[config.mk]
export PLATFORM = sky130hd
export DESIGN_NAME = fetch_queue_flat
export DESIGN_NICKNAME = d
export VERILOG_FILES = /design/src/rtl/fetch_queue_if.sv /design/src/rtl/fetch_queue.sv /design/src/flat_wrapper.sv
export SDC_FILE = /design/constraint.sdc
export NUM_CORES = 1
export LEC_CHECK = 0
export BUFFER_PORTS_ARGS = -buffer_cell sky130_fd_sc_hd__buf_2
export CORE_MARGIN = 5
export CORE_UTILIZATION = 25
export CTS_CLUSTER_SIZE = 28
export DETAILED_ROUTE_END_ITERATION = 12
export PLACE_DENSITY = 0.39
export SETUP_SLACK_MARGIN = 0.3
export SLEW_MARGIN = 10
export SYNTH_ARGS = -nofsm -noshare
export SYNTH_HDL_FRONTEND = slang
export SYNTH_SLANG_ARGS = --single-unit
[constraint.sdc]
create_clock -name clk -period 4.7 [get_ports clk]
set_input_delay 1.175 -clock clk [delete_from_list [all_inputs] [get_ports clk]]
set_output_delay 1.175 -clock clk [all_outputs]
set_load 0.005 [all_outputs]
[src/rtl/fetch_queue_if.sv]
// Bundle between the fetch queue and its neighbours: ROB redirect, branch
// predictor, Icache, Memory Controller and Decoder.
//
// Handshakes: the Icache answers a lookup in the cycle after
// fq_icache_enable is raised. icache_ready is meaningful only in that cycle.
// A memory fetch is issued in any cycle where fq_mem_enable is high, and
// fq_mem_enable is already qualified with !mem_fet_busy. Exactly one fetch is
// ever outstanding, and the Memory Controller answers it with a single-cycle
// mem_inst_ready pulse. The head entry (fq_inst/fq_inst_addr/fq_jump_pred)
// is valid while fq_ready is high. It is consumed on every clock edge where
// fq_ready && dec_ready.
interface fetch_queue_if #(
  parameter int XLEN        = 32,
  parameter int QUEUE_DEPTH = 4
);
  localparam int CW = $clog2(QUEUE_DEPTH) + 1;

  logic            rdy;
  logic            flush;
  logic [XLEN-1:0] rob_correct_pc;
  logic            bp_pred;
  logic            icache_ready;
  logic [XLEN-1:0] icache_inst;
  logic            mem_fet_busy;
  logic            mem_inst_ready;
  logic [XLEN-1:0] mem_inst;
  logic            dec_ready;

  logic            fq_icache_enable;
  logic [XLEN-1:0] fq_pc;
  logic            fq_mem_enable;
  logic            fq_ready;
  logic [XLEN-1:0] fq_inst;
  logic [XLEN-1:0] fq_inst_addr;
  logic            fq_jump_pred;
  logic [CW-1:0]   fq_count;
  logic [1:0]      fsm_state;

  // Fetch queue side
  modport master (
    input  rdy, flush, rob_correct_pc, bp_pred, icache_ready, icache_inst,
           mem_fet_busy, mem_inst_ready, mem_inst, dec_ready,
    output fq_icache_enable, fq_pc, fq_mem_enable, fq_ready, fq_inst,
           fq_inst_addr, fq_jump_pred, fq_count, fsm_state
  );

  // Environment side (Icache, Memory Controller, Decoder, ROB, BP)
  modport slave (
    output rdy, flush, rob_correct_pc, bp_pred, icache_ready, icache_inst,
           mem_fet_busy, mem_inst_ready, mem_inst, dec_ready,
    input  fq_icache_enable, fq_pc, fq_mem_enable, fq_ready, fq_inst,
           fq_inst_addr, fq_jump_pred, fq_count, fsm_state
  );
endinterface

[src/rtl/fetch_queue.sv]
// Instruction-fetch front end. It keeps a QUEUE_DEPTH-entry prefetch queue
// and allows one outstanding fetch at a time: first an Icache lookup, then
// a memory fetch if the lookup misses. Each pushed instruction's next PC
// comes from static decode of JAL / C.J / C.JAL and from predicted
// branches. A flush empties the queue and drops any memory response that is
// still in flight. The immediate sign-extension assumes XLEN >= 32.
module fetch_queue #(
  parameter int              XLEN        = 32,
  parameter int              QUEUE_DEPTH = 4,
  parameter logic [XLEN-1:0] RESET_PC    = '0
) (
  input  logic          clk,
  input  logic          rst,
  fetch_queue_if.master bus
);

  localparam int AW = $clog2(QUEUE_DEPTH);
  localparam int CW = AW + 1;
  localparam logic [CW-1:0] DEPTH_C = CW'(QUEUE_DEPTH);

  typedef enum logic [1:0] {
    S_LOOKUP   = 2'd0,
    S_CHECK    = 2'd1,
    S_MEM_REQ  = 2'd2,
    S_MEM_WAIT = 2'd3
  } state_t;

  state_t state, state_next;

  logic [XLEN-1:0] inst_q [QUEUE_DEPTH];
  logic [XLEN-1:0] addr_q [QUEUE_DEPTH];
  logic            pred_q [QUEUE_DEPTH];

  logic [AW-1:0]   head, tail;
  logic [CW-1:0]   count;
  logic            discard;
  logic [XLEN-1:0] pc;
  logic            icache_en;

  logic            has_space;
  logic            push_icache, push_mem, push, pop;
  logic [XLEN-1:0] push_inst, next_pc;

  logic [20:0]     j_imm;
  logic [12:0]     b_imm;
  logic [11:0]     cj_imm;
  logic [8:0]      cb_imm;

  // The issue decision uses the registered occupancy, so a pop in the same
  // cycle does not open a slot until the next cycle.
  assign has_space = (count < DEPTH_C);

  // Choose the push source and decide whether a push and/or pop occur
  always_comb begin
    push_icache = (state == S_CHECK) && bus.icache_ready;
    push_mem    = (state == S_MEM_WAIT) && bus.mem_inst_ready && !discard;
    push        = (push_icache || push_mem) && !bus.flush;
    push_inst   = push_icache ? bus.icache_inst : bus.mem_inst;
    pop         = (count != '0) && bus.dec_ready && !bus.flush;
  end

  // Compute the next fetch address from the instruction being pushed
  always_comb begin
    j_imm   = {push_inst[31], push_inst[19:12], push_inst[20], push_inst[30:21], 1'b0};
    b_imm   = {push_inst[31], push_inst[7], push_inst[30:25], push_inst[11:8], 1'b0};
    cj_imm  = {push_inst[12], push_inst[8], push_inst[10:9], push_inst[6], push_inst[7],
               push_inst[2], push_inst[11], push_inst[5:3], 1'b0};
    cb_imm  = {push_inst[12], push_inst[6:5], push_inst[2], push_inst[11:10],
               push_inst[4:3], 1'b0};
    next_pc = pc + XLEN'(4);
    if (push_inst[1:0] == 2'b11) begin
      if (push_inst[6:0] == 7'b1101111) begin
        next_pc = pc + {{(XLEN-21){j_imm[20]}}, j_imm};
      end else if (push_inst[6:0] == 7'b1100011 && bus.bp_pred) begin
        next_pc = pc + {{(XLEN-13){b_imm[12]}}, b_imm};
      end
    end else begin
      next_pc = pc + XLEN'(2);
      if (push_inst[1:0] == 2'b01 && push_inst[14:13] == 2'b01) begin
        next_pc = pc + {{(XLEN-12){cj_imm[11]}}, cj_imm};
      end else if (push_inst[1:0] == 2'b01 && push_inst[15:14] == 2'b11 && bus.bp_pred) begin
        next_pc = pc + {{(XLEN-9){cb_imm[8]}}, cb_imm};
      end
    end
  end

  // FSM state register, frozen while rdy is low
  always_ff @(posedge clk) begin
    if (rst) begin
      state <= S_LOOKUP;
    end else if (bus.rdy) begin
      state <= state_next;
    end
  end

  // FSM next-state logic. A flush during an unanswered memory fetch waits
  // for the stale response, which is then discarded.
  always_comb begin
    state_next = state;
    if (bus.flush) begin
      if (state == S_MEM_WAIT && !bus.mem_inst_ready) begin
        state_next = S_MEM_WAIT;
      end else begin
        state_next = S_LOOKUP;
      end
    end else begin
      case (state)
        S_LOOKUP:   if (has_space) state_next = S_CHECK;
        S_CHECK:    state_next = bus.icache_ready ? S_LOOKUP : S_MEM_REQ;
        S_MEM_REQ:  if (!bus.mem_fet_busy) state_next = S_MEM_WAIT;
        S_MEM_WAIT: if (bus.mem_inst_ready) state_next = S_LOOKUP;
        default:    state_next = S_LOOKUP;
      endcase
    end
  end

  // FSM outputs: memory request strobe and debug state
  always_comb begin
    bus.fq_mem_enable = (state == S_MEM_REQ) && !bus.mem_fet_busy && bus.rdy && !bus.flush;
    bus.fsm_state     = state;
  end

  // Queue pointers, occupancy, fetch PC, lookup strobe and discard flag
  always_ff @(posedge clk) begin
    if (rst) begin
      head      <= '0;
      tail      <= '0;
      count     <= '0;
      pc        <= RESET_PC;
      icache_en <= 1'b0;
      discard   <= 1'b0;
    end else if (bus.rdy) begin
      if (bus.flush) begin
        head      <= '0;
        tail      <= '0;
        count     <= '0;
        pc        <= bus.rob_correct_pc;
        icache_en <= 1'b0;
        discard   <= (state == S_MEM_WAIT) && !bus.mem_inst_ready;
      end else begin
        icache_en <= (state == S_LOOKUP) && has_space;
        if (push) begin
          tail <= tail + AW'(1);
          pc   <= next_pc;
        end
        if (pop) begin
          head <= head + AW'(1);
        end
        count <= count + CW'(push) - CW'(pop);
        if (state == S_MEM_WAIT && bus.mem_inst_ready) begin
          discard <= 1'b0;
        end
      end
    end
  end

  // Entry storage; written only on push, so it needs no reset
  always_ff @(posedge clk) begin
    if (bus.rdy && push) begin
      inst_q[tail] <= push_inst;
      addr_q[tail] <= pc;
      pred_q[tail] <= bus.bp_pred;
    end
  end

  assign bus.fq_icache_enable = icache_en;
  assign bus.fq_pc            = pc;
  assign bus.fq_ready         = (count != '0);
  assign bus.fq_count         = count;
  assign bus.fq_inst          = inst_q[head];
  assign bus.fq_inst_addr     = addr_q[head];
  assign bus.fq_jump_pred     = pred_q[head];

endmodule

[src/flat_wrapper.sv]
// flat-port wrapper written by rule: the top's interface ports become plain ports
module fetch_queue_flat 
#(
  parameter int              XLEN        = 32,
  parameter int              QUEUE_DEPTH = 4,
  parameter logic [XLEN-1:0] RESET_PC    = '0
)
  (clk, rst, bus_rdy, bus_flush, bus_rob_correct_pc, bus_bp_pred, bus_icache_ready, bus_icache_inst, bus_mem_fet_busy, bus_mem_inst_ready, bus_mem_inst, bus_dec_ready, bus_fq_icache_enable, bus_fq_pc, bus_fq_mem_enable, bus_fq_ready, bus_fq_inst, bus_fq_inst_addr, bus_fq_jump_pred, bus_fq_count, bus_fsm_state);
  fetch_queue_if #(.XLEN(XLEN), .QUEUE_DEPTH(QUEUE_DEPTH)) bus_i ();
  input  logic clk;
  input  logic rst;
  input wire logic [$bits(bus_i.rdy)-1:0] bus_rdy;
  input wire logic [$bits(bus_i.flush)-1:0] bus_flush;
  input wire logic [$bits(bus_i.rob_correct_pc)-1:0] bus_rob_correct_pc;
  input wire logic [$bits(bus_i.bp_pred)-1:0] bus_bp_pred;
  input wire logic [$bits(bus_i.icache_ready)-1:0] bus_icache_ready;
  input wire logic [$bits(bus_i.icache_inst)-1:0] bus_icache_inst;
  input wire logic [$bits(bus_i.mem_fet_busy)-1:0] bus_mem_fet_busy;
  input wire logic [$bits(bus_i.mem_inst_ready)-1:0] bus_mem_inst_ready;
  input wire logic [$bits(bus_i.mem_inst)-1:0] bus_mem_inst;
  input wire logic [$bits(bus_i.dec_ready)-1:0] bus_dec_ready;
  output wire logic [$bits(bus_i.fq_icache_enable)-1:0] bus_fq_icache_enable;
  output wire logic [$bits(bus_i.fq_pc)-1:0] bus_fq_pc;
  output wire logic [$bits(bus_i.fq_mem_enable)-1:0] bus_fq_mem_enable;
  output wire logic [$bits(bus_i.fq_ready)-1:0] bus_fq_ready;
  output wire logic [$bits(bus_i.fq_inst)-1:0] bus_fq_inst;
  output wire logic [$bits(bus_i.fq_inst_addr)-1:0] bus_fq_inst_addr;
  output wire logic [$bits(bus_i.fq_jump_pred)-1:0] bus_fq_jump_pred;
  output wire logic [$bits(bus_i.fq_count)-1:0] bus_fq_count;
  output wire logic [$bits(bus_i.fsm_state)-1:0] bus_fsm_state;
  assign bus_i.rdy = bus_rdy;
  assign bus_i.flush = bus_flush;
  assign bus_i.rob_correct_pc = bus_rob_correct_pc;
  assign bus_i.bp_pred = bus_bp_pred;
  assign bus_i.icache_ready = bus_icache_ready;
  assign bus_i.icache_inst = bus_icache_inst;
  assign bus_i.mem_fet_busy = bus_mem_fet_busy;
  assign bus_i.mem_inst_ready = bus_mem_inst_ready;
  assign bus_i.mem_inst = bus_mem_inst;
  assign bus_i.dec_ready = bus_dec_ready;
  assign bus_fq_icache_enable = bus_i.fq_icache_enable;
  assign bus_fq_pc = bus_i.fq_pc;
  assign bus_fq_mem_enable = bus_i.fq_mem_enable;
  assign bus_fq_ready = bus_i.fq_ready;
  assign bus_fq_inst = bus_i.fq_inst;
  assign bus_fq_inst_addr = bus_i.fq_inst_addr;
  assign bus_fq_jump_pred = bus_i.fq_jump_pred;
  assign bus_fq_count = bus_i.fq_count;
  assign bus_fsm_state = bus_i.fsm_state;
  fetch_queue #(.XLEN(XLEN), .QUEUE_DEPTH(QUEUE_DEPTH), .RESET_PC(RESET_PC)) u_core (.clk(clk), .rst(rst), .bus(bus_i));
endmodule
Yosys cells after proc, flatten, opt, wreduce, memory -nomap -nowiden:

Memory sizes are Yosys's and may differ from the RTL's. A register that Yosys moved wholly into a read port is not among the register bits.
Index checks and enable logic that the tools add are counted.

* $add $sub $neg: 10
* order comparisons: 1
* eq/ne operators: 12
* multiplexer cells: 31
* reductions and logical operators: 30

Operators with widths (count)
* two-way mux 32 bit: 8
* adder 32 bit: 4
* adder 32 x 2 -> 32 bit (second input constant): 1
* adder 32 x 3 -> 32 bit (second input constant): 1
* two-way mux 2 bit: 16
* logical AND 1 bit: 16
* == test 7 bit (second input constant): 2
* == test 2 bit (second input constant): 4
* case mux 2 bit (4 select lines): 1
* == test 2 x 1 -> 1 bit (second input constant): 3
* inequality test 3 bit (second input constant): 2
* AND reduction 2 bit: 3
* nonzero test 2 bit: 3
* two-way mux 1 bit: 5
* adder 2 x 1 -> 2 bit (second input constant): 2
* logical NOT 1 bit: 4
* AND reduction 4 bit: 1
* adder 3 x 1 -> 3 bit: 1
* less-than comparator 3 bit (second input constant): 1
* two-way mux 3 bit: 1
* inequality test 3 x 2 -> 1 bit (second input constant): 1
* nonzero test 3 bit: 1
* subtractor 3 x 1 -> 3 bit: 1
* logical NOT 2 bit: 1
* logical OR 1 bit: 1

* flip-flop bits (word level): 43
* memory bits (writable): 260
* bits of input ports: 105
* output and inout bits: 105
* logic and storage cells: 94
* memories: 3

Memories
* u_core.addr_q: words 4, bits a word 32, read ports 1, clocked after Yosys merged registers in 1, wr ports 1, RTL line fetch_queue.sv:31 `logic [XLEN-1:0] addr_q [QUEUE_DEPTH];`
* u_core.inst_q: words 4, bits a word 32, read ports 1, clocked after Yosys merged registers in 1, wr ports 1, RTL line fetch_queue.sv:30 `logic [XLEN-1:0] inst_q [QUEUE_DEPTH];`
* u_core.pred_q: words 4, bits a word 1, read ports 1, clocked after Yosys merged registers in 1, wr ports 1, RTL line fetch_queue.sv:32 `logic pred_q [QUEUE_DEPTH];`

Longest topological paths before layout:

Gate-level depths: netlist of the first run.

* depth in word-level cells: 11
* mapped depth: 18

Worst setup path before layout of the first run:

No wires, ideal clock.

* path kind: input to register
* start point: input port bus_icache_ready
* end point: register u_core.pc[26], in the netlist u_core.bus.fq_pc[26]
* setup time: 134 ps
* arrival time: 4673 ps
* data required time: 4566 ps
* setup slack: -107 ps
* cell stages on the path: 14
* buffers on the path: 0
* path through: nand3b_4 > mux2i_1 > nand2_1 > nor2_1 > ha_1 > a22o_1 > or4_1 > a21oi_1 > a21o_1 > o41a_1 > mux2i_1 > o211ai_1 > a221oi_1 > nor4_2

* word-level cells in the longest chain between the ends: 10

Ends and longest elaborated chain
* from (decl): RTL line flat_wrapper.sv:16 `input wire logic [$bits(bus_i.icache_ready)-1:0] bus_icache_ready;`
* logical AND 1 bit *: RTL line fetch_queue.sv:55 `push_icache = (state == S_CHECK) && bus.icache_ready;`
* parallel branches: the longest is 9 deep, another holds adder 32 bit
* to (signal assigned): RTL line fetch_queue.sv:137 `pc <= bus.rob_correct_pc;`
* to (signal assigned): RTL line fetch_queue.sv:144 `pc <= next_pc;`
* to (decl): RTL line fetch_queue.sv:37 `logic [XLEN-1:0] pc;`

Mark *: on every way between the ends. The select of a mux whose other input is x is not followed.
A chain may end at the register's enable or synchronous reset.

Worst setup path in the final report of the first run:

* start point: input port bus_icache_ready
* end point: register u_core.pc[31], in the netlist u_core.bus.fq_pc[31]

The elaborated chain is that of the path after synthesis.

==> results of run 1 <==
[cells in the final DEF (no fill, tap or decap), drive strengths merged, types with 8 or more instances in the layout]
cell,n
buf,472
edfxtp,260
nand2,195
nor2,130
a21oi,107
ha,80
o21ai,78
mux4,65
clkbuf,50
xnor2,47
dfxtp,45
inv,39
a21o,37
nand3,29
xor2,27
nor3,25
a211oi,25
o21bai,18
and3,16
nor4,15
o22ai,14
mux2i,14
and2,14
o21a,13
o31ai,13
a221oi,13
nand4,11
o211ai,11
a31oi,11
nor2b,10
a22oi,9
a221o,9
o221ai,9
nand2b,9
or3,8
clkinv,8
[power breakdown]
group / total, mW / internal (mW) / switching, mW
Sequential: 3.03 / 2.97 / 0.0609
Clock: 2.84 / 1.67 / 1.17
Combinational: 1.17 / 0.505 / 0.666
[worst max-delay path, delay by kind of cell]
family	cells	cell delay (ns)
AOI/OAI and AO/OA	8	1.70
adders and majority gates	2	0.51
buffers and inverters	2	0.29
muxes	1	0.37
and+or+nand+nor	5	0.77
[state kept, by name, summed over array words and instances (netlist names), named ones only]
| name | cells |
|---|---|
| u_core.bus.fq_icache_enable | 1 |
| u_core.addr_q | 128 |
| u_core.bus.fsm_state | 1 |
| u_core.tail | 2 |
| u_core.pred_q | 4 |
| u_core.discard | 1 |
| u_core.inst_q | 128 |
| u_core.head | 2 |
| u_core.bus.fq_count | 3 |
| u_core.bus.fq_pc | 32 |
[per-layer routing]
layer	vias to the layer above	wire length [microns]	share of wire (%)	track usage, %
met5	-	0	0	0
met4	0	1090	1.6	3.07
met3	64	2870	4.2	2.70
met2	312	34600	51	30.8
met1	7391	29500	43	22.1
li1	6942	-	-	-
[metrics by stage]
step | setup TNS (ns) | total power [mW]
after floorplan | 0 | 3.67
final | 0 | 7.05
after detailed placement | -5.52 | 4.24
after CTS | 0 | 7.13
after global placement | -5.64 | 4.24
after global routing | 0 | 7.35
[worst max path at each step]
stage | start | to | slack [ns]
floorplan | bus_icache_ready | u_core.bus.fq_pc[31] | 0.25
global placement | bus_icache_ready | u_core.bus.fq_pc[26] | -0.61
detailed placement | bus_icache_ready | u_core.bus.fq_pc[26] | -0.54
CTS | bus_icache_ready | u_core.bus.fq_pc[25] | 0.30
global route | bus_icache_ready | u_core.bus.fq_pc[31] | 0.14
finish | bus_icache_ready | u_core.bus.fq_pc[31] | 0.30
[cells by family (layout without fill, tap and decap cells)]
group | after synthesis | in the layout | share of synthesized area (%)
and+or+nand+nor | 489 | 489 | 12.9
AOI/OAI and AO/OA | 425 | 425 | 16.8
DFF | 305 | 305 | 49.0
buffers and inverters | 102 | 572 | 2.35
adders and majority gates | 84 | 84 | 6.08
muxes | 81 | 81 | 9.15
xor gates and xnor gates | 74 | 74 | 3.65
[final cells by class]
class	instances	area, sq um	area share (%)
multi-input cells	1153	8920	38.2
flip-flops and latches	305	8720	37.4
repair buffers	472	3200	13.7
well taps	940	1180	5.04
clock buffers	50	1040	4.45
clock inverters	16	153	0.655
inverters	34	128	0.547
[repair_timing]
| item | 4_1_cts | 5_1_grt |
|---|---|---|
| setup endpoints to repair | 12 | 16 |
| setup buffers | 4 | 3 |
| resized for setup | 15 | 21 |
| hold buffers | 0 | 0 |
| cloned | 0 | 0 |
| pin swaps | 19 | 8 |
==> impl_metrics.json, run 1 <==
{
  "status": "finished clean",
  "whs_path_depth": 2,
  "fin_util_pct": 33.2,
  "antenna_cells": 0,
  "setup_violations": 0,
  "ios": 210,
  "cp.required_ns": 5.14,
  "placed_area_sq_um": 21900,
  "std_cell_rows": 97,
  "critPathKind": "primary input to flip-flop",
  "finalInstanceArea_sq_um": 23300,
  "synth.most_common_cell": "edfxtp_1",
  "rsz0062_at_grt": "true",
  "gr-total-overflow": 0,
  "coreArea_sq_um": 70300,
  "syn_area_sq_um": 17800,
  "reg2reg_to": "u_core.bus.fq_pc[31]",
  "end_kind": "flip-flop",
  "dieArea_sq_um": 76500,
  "dr.pass1.iters": 6,
  "setup_ws_ns": 0.299,
  "fmax_ghz": 0.227,
  "die_h_microns": 277,
  "ys_ff_latch": 305,
  "ys_warn_count": 0,
  "drt-initial-drc-count": 996,
  "cts_buffers": 37,
  "vias_per_cell": 4.95,
  "path_clk_slew_ns": 0.06,
  "fillers": 7138,
  "wirelength_mm": 68.0,
  "p_leak_nw": 9.11,
  "drive_gt1_share_pct": 33.4,
  "drc": 0,
  "place_congestion": 0.901,
  "pre_cts_ws_ns": -0.539,
  "cp.arrival_ns": 4.84,
  "r2r_cells": 17,
  "synthFlopType": "edfxtp_1",
  "power_density_nw_per_um2": 302,
  "hp-class": "flip-flop to flip-flop",
  "cts_buffer_depth": 3,
  "hold_viol": 0,
  "h-tree-depth": 2,
  "initial_core_util_pct": 25.3,
  "tritoncts": "built",
  "async_flop_share_pct": 0,
  "synthTopCellsByArea": "edfxtp_1 (44%), mux4_2 (8.2%), ha_1 (5.6%)",
  "grt_pass1_wl_mm": 100,
  "die_x_microns": 277,
  "cts.sinks": 305,
  "synth_common_cells": "edfxtp_1 (260), nand2_1 (193), nor2_1 (129), a21oi_1 (104), ha_1 (80)",
  "synth-edff-count": 260,
  "startpoint_type": "primary input",
  "skew_ns": 0.0223,
  "track_usage_pct": 17.1,
  "fin_cells": 2970,
  "path_cells": "buf_8 -> nand3b_4 -> mux2i_4 -> a21oi_2 -> nand2b_4 -> or2_4 -> ha_4 -> fa_2 -> a211oi_2 -> nor2_1 -> o31ai_1 -> buf_4 -> a21boi_4 -> a21oi_4 -> o41ai_4 -> o41ai_2 -> nor3_2 -> a311o_1",
  "min_to": "u_core.discard",
  "synth-seq-area-share_pct": 49.0,
  "place_inst": 2897,
  "worst_pin_slew_ns": 0.864,
  "cpPeakStageDelay_ns": 0.44,
  "synth_cell_types": 98,
  "synth_top_area_share_pct": 43.9,
  "dp_hpwl_mm": 52.4,
  "grt_max_degree": 43,
  "io_buffers": 209,
  "syn_nets": 1749,
  "relSlewSlack_pct": 42.4,
  "synth_top_area_cell": "edfxtp_1",
  "fin_crit_ns": 4.40,
  "syn2layout_area_growth_pct": 31.2,
  "crit_slowest_cell": "o41ai_2",
  "fin_crit_sh_pct": 93.6,
  "path_max_fanout": 4,
  "syn_area_per_cell_sq_um": 11.4,
  "wl_per_cell_microns": 22.9,
  "first_global_vias": 15000,
  "finalMaxSlewViolations": 0,
  "reg2reg_slack_ns": 0.58,
  "antenna_found_initial": 0,
  "ir_drop_mv": 0.176,
  "max_cap_viol_count": 0,
  "hold_start": "u_core.discard",
  "postRouteAntennaNets": 0,
  "clock_latency_ns": 0.56,
  "cts_root_buffer": "clkbuf_16",
  "routed-via-count": 14700,
  "nets": 2192,
  "netlist_instances": 1560,
  "whs_ns": 0.497
}
Power figures use the tool's default switching activity.
==> run 2: changes to the inputs <==
Settings changed: CORE_MARGIN 5 to default.
==> run 2 against run 1 <==
  * Non-clock buffer count rose by 30
  * Largest power group unchanged
  * Count of clock-buffer cells in the layout fell by 6
  * Critical path depth did not move
  * Utilization rose by 0.54 points
  * Clock power rose by 6%
  * Clock skew fell by 0.0033 ns
  * Combinational power rose by 3%
  * Via count barely moved
  * Setup slack improved by 0.11 ns
==> impl_metrics.json, run 2 (synthesized netlist as in run 1, its figures left out) <==
{
  "postRouteAntennaNets": 0,
  "setup_ws_ns": 0.409,
  "dieArea_sq_um": 72200,
  "vias_per_cell": 4.90,
  "clock_latency_ns": 0.55,
  "wirelength_mm": 67.5,
  "path_max_fanout": 5,
  "dr.pass1.iters": 6,
  "h-tree-depth": 2,
  "cts_buffers": 39,
  "mostFrequentLayoutCell": "buf_4",
  "combPwrFrac_pct": 16.7,
  "drc": 0,
  "place_congestion": 0.876,
  "pre_cts_ws_ns": -0.327,
  "crit_path_frequent_cell": "buf_4",
  "r2r_cells": 17,
  "grt_pass1_wl_mm": 97.5,
  "tns_ns": 0,
  "wl_per_cell_microns": 22.5,
  "switchingPower_mw": 1.93,
  "dp_hpwl_mm": 51.8,
  "power_mw": 7.25,
  "cpLargestDelayFamily": "compound AO/OA/AOI/OAI gates",
  "initial_core_util_pct": 25.3,
  "io_buffers": 209,
  "sw_frac_of_total_pct": 26.7,
  "skew_ns": 0.0190,
  "ios": 210,
  "cp-startpoint": "bus_icache_ready",
  "end_kind": "flip-flop",
  "crit_slowest_cell": "fa_2",
  "cpPeakStageDelay_ns": 0.36,
  "hold_viol": 0,
  "whs_ns": 0.494,
  "first_global_vias": 14600,
  "startpoint_type": "primary input",
  "pwr-share-seq_pct": 41.8,
  "power_density_nw_per_um2": 306,
  "grt_max_degree": 32,
  "routed-via-count": 14700,
  "max_cap_viol_count": 0,
  "die_x_microns": 269,
  "status": "finished clean",
  "relSlewSlack_pct": 43.5,
  "cp.required_ns": 5.14,
  "path_cells": "buf_4 -> nand3b_4 -> mux2i_4 -> a21oi_4 -> nand2b_4 -> or2_4 -> ha_4 -> fa_2 -> a211oi_2 -> nor2_2 -> o31ai_1 -> buf_4 -> a21boi_2 -> a21oi_2 -> o41ai_4 -> o41ai_2 -> nor3_2 -> a311o_1",
  "drt-initial-drc-count": 1116,
  "worst_pin_slew_ns": 0.847,
  "critPathKind": "primary input to flip-flop",
  "hp-class": "flip-flop to flip-flop",
  "cp.arrival_ns": 4.73,
  "ir_drop_mv": 0.173,
  "finalMaxSlewViolations": 0,
  "die_h_microns": 269,
  "finalInstanceArea_sq_um": 23700,
  "coreArea_sq_um": 70100,
  "setup_violations": 0,
  "antenna_found_initial": 0,
  "fin_crit_sh_pct": 91.3,
  "syn2layout_area_growth_pct": 33.1,
  "fmax_ghz": 0.233,
  "path_clk_slew_ns": 0.06,
  "gr-total-overflow": 0,
  "fin_crit_ns": 4.29,
  "cts_buffer_depth": 3,
  "worst-path-stages": 18,
  "cts.sinks": 305,
  "rsz0062_at_grt": "false",
  "nets": 2224,
  "p_clk_share_pct": 41.5,
  "final_cell_mix": "buf_4 (280), edfxtp_1 (260), buf_2 (208)",
  "cts_root_buffer": "clkbuf_16",
  "tritoncts": "built",
  "std_cell_rows": 97,
  "reg2reg_slack_ns": 0.72,
  "reg2reg_to": "u_core.bus.fq_pc[31]",
  "drive_gt1_share_pct": 34.9,
  "track_usage_pct": 18.4,
  "p_leak_nw": 9.32,
  "antenna_cells": 0,
  "placed_area_sq_um": 22100,
  "internal-power_mw": 5.31,
  "cp_num_buf_inv": 2,
  "crit_end": "u_core.bus.fq_pc[31]"
}
==> run 2: worst min-delay path by stage <==
stage / depth (start not counted) / slack [ns] / endpoint / start
floorplan: 2 / 0.47 / u_core.discard / u_core.discard
global placement: 2 / 0.48 / u_core.bus.fq_icache_enable / u_core.bus.fq_icache_enable
detailed placement: 2 / 0.49 / u_core.discard / u_core.discard
CTS: 2 / 0.50 / u_core.discard / u_core.discard
global route: 2 / 0.51 / u_core.bus.fq_icache_enable / u_core.bus.fq_icache_enable
finish: 2 / 0.49 / u_core.discard / u_core.discard
==> run 2: metal layers <==
layer  track usage (%)  share of wire (%)  vias up
met3              3.39                4.8       81
met5                 0                  0        -
met2              31.0                 48      342
li1                  -                  -     7018
met4              4.79                2.6        0
met1              24.3                 45     7267
==> run 2: area by class of cell <==
class	instances	area, sq um
well taps	940	1180
clock buffers	44	1040
fillers	7199	46500
multi-input cells	1153	8960
repair buffers	502	3410
flip-flops and latches	305	8720
clock inverters	25	241
inverters	34	128
==> run 2: metrics by stage <==
step           util [%]  std cells
2_1_floorplan         -       1560
3_3_place_gp       31.5       2930
3_5_place_dp       31.5       2930
4_1_cts            33.4       2999
5_1_grt            33.7       3003
6_report           33.7       3003
==> run 2: power by group through the flow <==
stage	combinational [mW]	clock (mW)	sequential, mW
after global placement	1.18	0	3.09
final	1.21	3.01	3.03
after floorplan	0.599	0	3.07
after detailed placement	1.18	0	3.09
after CTS	1.19	3.09	3.03
after global routing	1.32	3.20	3.03
==> run 2: what timing repair did <==
action                                  in CTS  in global routing
setup buffers                                0                  4
hold buffers                                 0                  0
pin swaps                                    0                 26
cloned                                       0                  0
endpoints found under the setup margin       3                 14
resized for setup                            3                 44
==> run 2: worst reg2reg max path, delay by kind of cell, from the launching register on <==
| family | cells | cell delay [ns] |
|---|---|---|
| AOI/OAI and AO/OA | 8 | 1.61 |
| and+or+nand+nor | 5 | 0.84 |
| muxes | 1 | 0.33 |
| adders and majority gates | 2 | 0.52 |
| DFF | 1 | 0.39 |
| buffers and inverters | 1 | 0.18 |
==> run 3: changes to the inputs <==
==> constraint.sdc (replaced) <==
create_clock -name clk -period 4.7 [get_ports clk]
set_input_delay 0.705 -clock clk [delete_from_list [all_inputs] [get_ports clk]]
set_output_delay 0.705 -clock clk [all_outputs]
set_load 0.005 [all_outputs]
==> run 3 against run 2 <==
  * Die area is the same
  * Setup slack gained 0.20 ns
  * Sequential share of layout area grew 1.7 points
  * Combinational power shrank 9%
  * Critical path type is now flip-flop to flip-flop
  * Critical endpoint unchanged
  * Largest cell class is now sequential cells
==> impl_metrics.json, run 3 (synthesized netlist as in run 1, its figures left out) <==
{
  "coreArea_sq_um": 70100,
  "max_cap_viol_count": 0,
  "cts_root_buffer": "clkbuf_16",
  "cts_buffers": 38,
  "end_kind": "flip-flop",
  "fin_cells": 2911,
  "first_global_vias": 14500,
  "ctsHoldBuffers": 0,
  "power_density_nw_per_um2": 311,
  "status": "finished clean",
  "place_congestion": 0.843,
  "drive_gt1_share_pct": 30.3,
  "fillers": 7277,
  "die_x_microns": 269,
  "ios": 210,
  "routed-via-count": 14300,
  "track_usage_pct": 18.1,
  "fin_crit_ns": 4.09,
  "clock_latency_ns": 0.55,
  "postRouteAntennaNets": 0,
  "skew_ns": 0.0202,
  "gr-total-overflow": 0,
  "die_h_microns": 269,
  "grt_pass1_wl_mm": 95.9,
  "mostFrequentLayoutCell": "edfxtp_1",
  "whs_ns": 0.421,
  "vias_per_cell": 4.93,
  "io_buffers": 209,
  "critPathKind": "flip-flop to flip-flop",
  "reg2reg_to": "u_core.bus.fq_pc[31]",
  "cp.required_ns": 5.13,
  "finalMaxSlewViolations": 0,
  "syn2layout_area_growth_pct": 27.2,
  "path_max_fanout": 9,
  "setup_violations": 0,
  "path_clk_slew_ns": 0.06,
  "reg2reg_slack_ns": 0.61,
  "antenna_found_initial": 0,
  "initial_core_util_pct": 25.3,
  "place_inst": 2842,
  "hp-class": "primary input to flip-flop",
  "r2r_cells": 18,
  "p_leak_nw": 8.74,
  "dieArea_sq_um": 72200,
  "dp_hpwl_mm": 50.7,
  "cp.arrival_ns": 4.53,
  "pre_cts_ws_ns": 0.00276,
  "relSlewSlack_pct": 17.7,
  "crit_end": "u_core.bus.fq_pc[31]",
  "worst_pin_slew_ns": 1.23,
  "startpoint_type": "flip-flop",
  "fmax_ghz": 0.244,
  "nets": 2131,
  "wl_per_cell_microns": 22.7,
  "final_cell_mix": "edfxtp_1 (260), buf_2 (209), buf_4 (194)",
  "fin_crit_sh_pct": 87.0,
  "ctsResizeCount": 0,
  "cts.sinks": 305,
  "std_cell_rows": 97,
  "wirelength_mm": 66.2,
  "rsz0062_at_grt": "false",
  "dr.pass1.iters": 5,
  "hold_viol": 0,
  "grt_max_degree": 41,
  "setup_ws_ns": 0.609,
  "tritoncts": "built",
  "drt-initial-drc-count": 896,
  "cts_buffer_depth": 3,
  "drc": 0,
  "ir_drop_mv": 0.149,
  "tns_ns": 0,
  "h-tree-depth": 2,
  "cts_setup_buffers": 0,
  "antenna_cells": 0
}
run 3: critical path: stages, from the launching register on:
cell and delay (ns):
dfxtp_2 0.39, nand3b_4 0.19, buf_4 0.18, mux2i_1 0.23
nand2b_1 0.09, or2_2 0.31, ha_1 0.21, fa_1 0.42
a211oi_2 0.22, nor2_1 0.12, o31ai_2 0.22, buf_4 0.17
a21boi_1 0.08, a21oi_1 0.13, buf_4 0.15, o41ai_2 0.07
o41ai_1 0.36, nor3_1 0.10, a311o_1 0.32
run 3: per-layer routing:
metal  vias to the layer above  global-route usage [%]  share of wire [%]
li1                       6813                       -                  -
met1                      7120                    22.2                 42
met2                       336                    33.1                 52
met3                        77                    2.38                3.9
met4                         0                    5.19                2.6
met5                         -                       0                  0
run 3: through the flow:
stage / area [sq um] / total power, mW / utilization [%]
2_1_floorplan: 17800 / 3.66 / -
3_3_place_gp: 21300 / 4.18 / 30.4
3_5_place_dp: 21300 / 4.18 / 30.4
4_1_cts: 22600 / 7.15 / 32.2
5_1_grt: 22600 / 7.32 / 32.2
6_report: 22600 / 7.04 / 32.2
run 3: worst min-delay path by stage:
stage | startpoint | end | slack [ns] | cells past startpoint
floorplan | u_core.discard | u_core.discard | 0.47 | 2
global placement | u_core.bus.fq_icache_enable | u_core.bus.fq_icache_enable | 0.47 | 2
detailed placement | u_core.discard | u_core.discard | 0.49 | 2
CTS | bus_rob_correct_pc[6] | u_core.bus.fq_pc[6] | 0.38 | 3
global route | bus_rob_correct_pc[5] | u_core.bus.fq_pc[5] | 0.42 | 3
finish | bus_rob_correct_pc[6] | u_core.bus.fq_pc[6] | 0.42 | 3
run 3: cell type report:
type	instances	area, sq um	share of cell area [%]
clock buffer	48	1020	4.50
clock inverter	21	221	0.979
tap	940	1180	5.20
sequential	305	8720	38.6
timing repair buffer	410	2640	11.7
multi-input combinational	1153	8710	38.5
inverter	34	128	0.564
run 3: report_power, final:
part	switching, mW	internal (mW)
registers	0.0506	2.97
clock network	1.20	1.72
logic	0.650	0.452
total	1.90	5.14
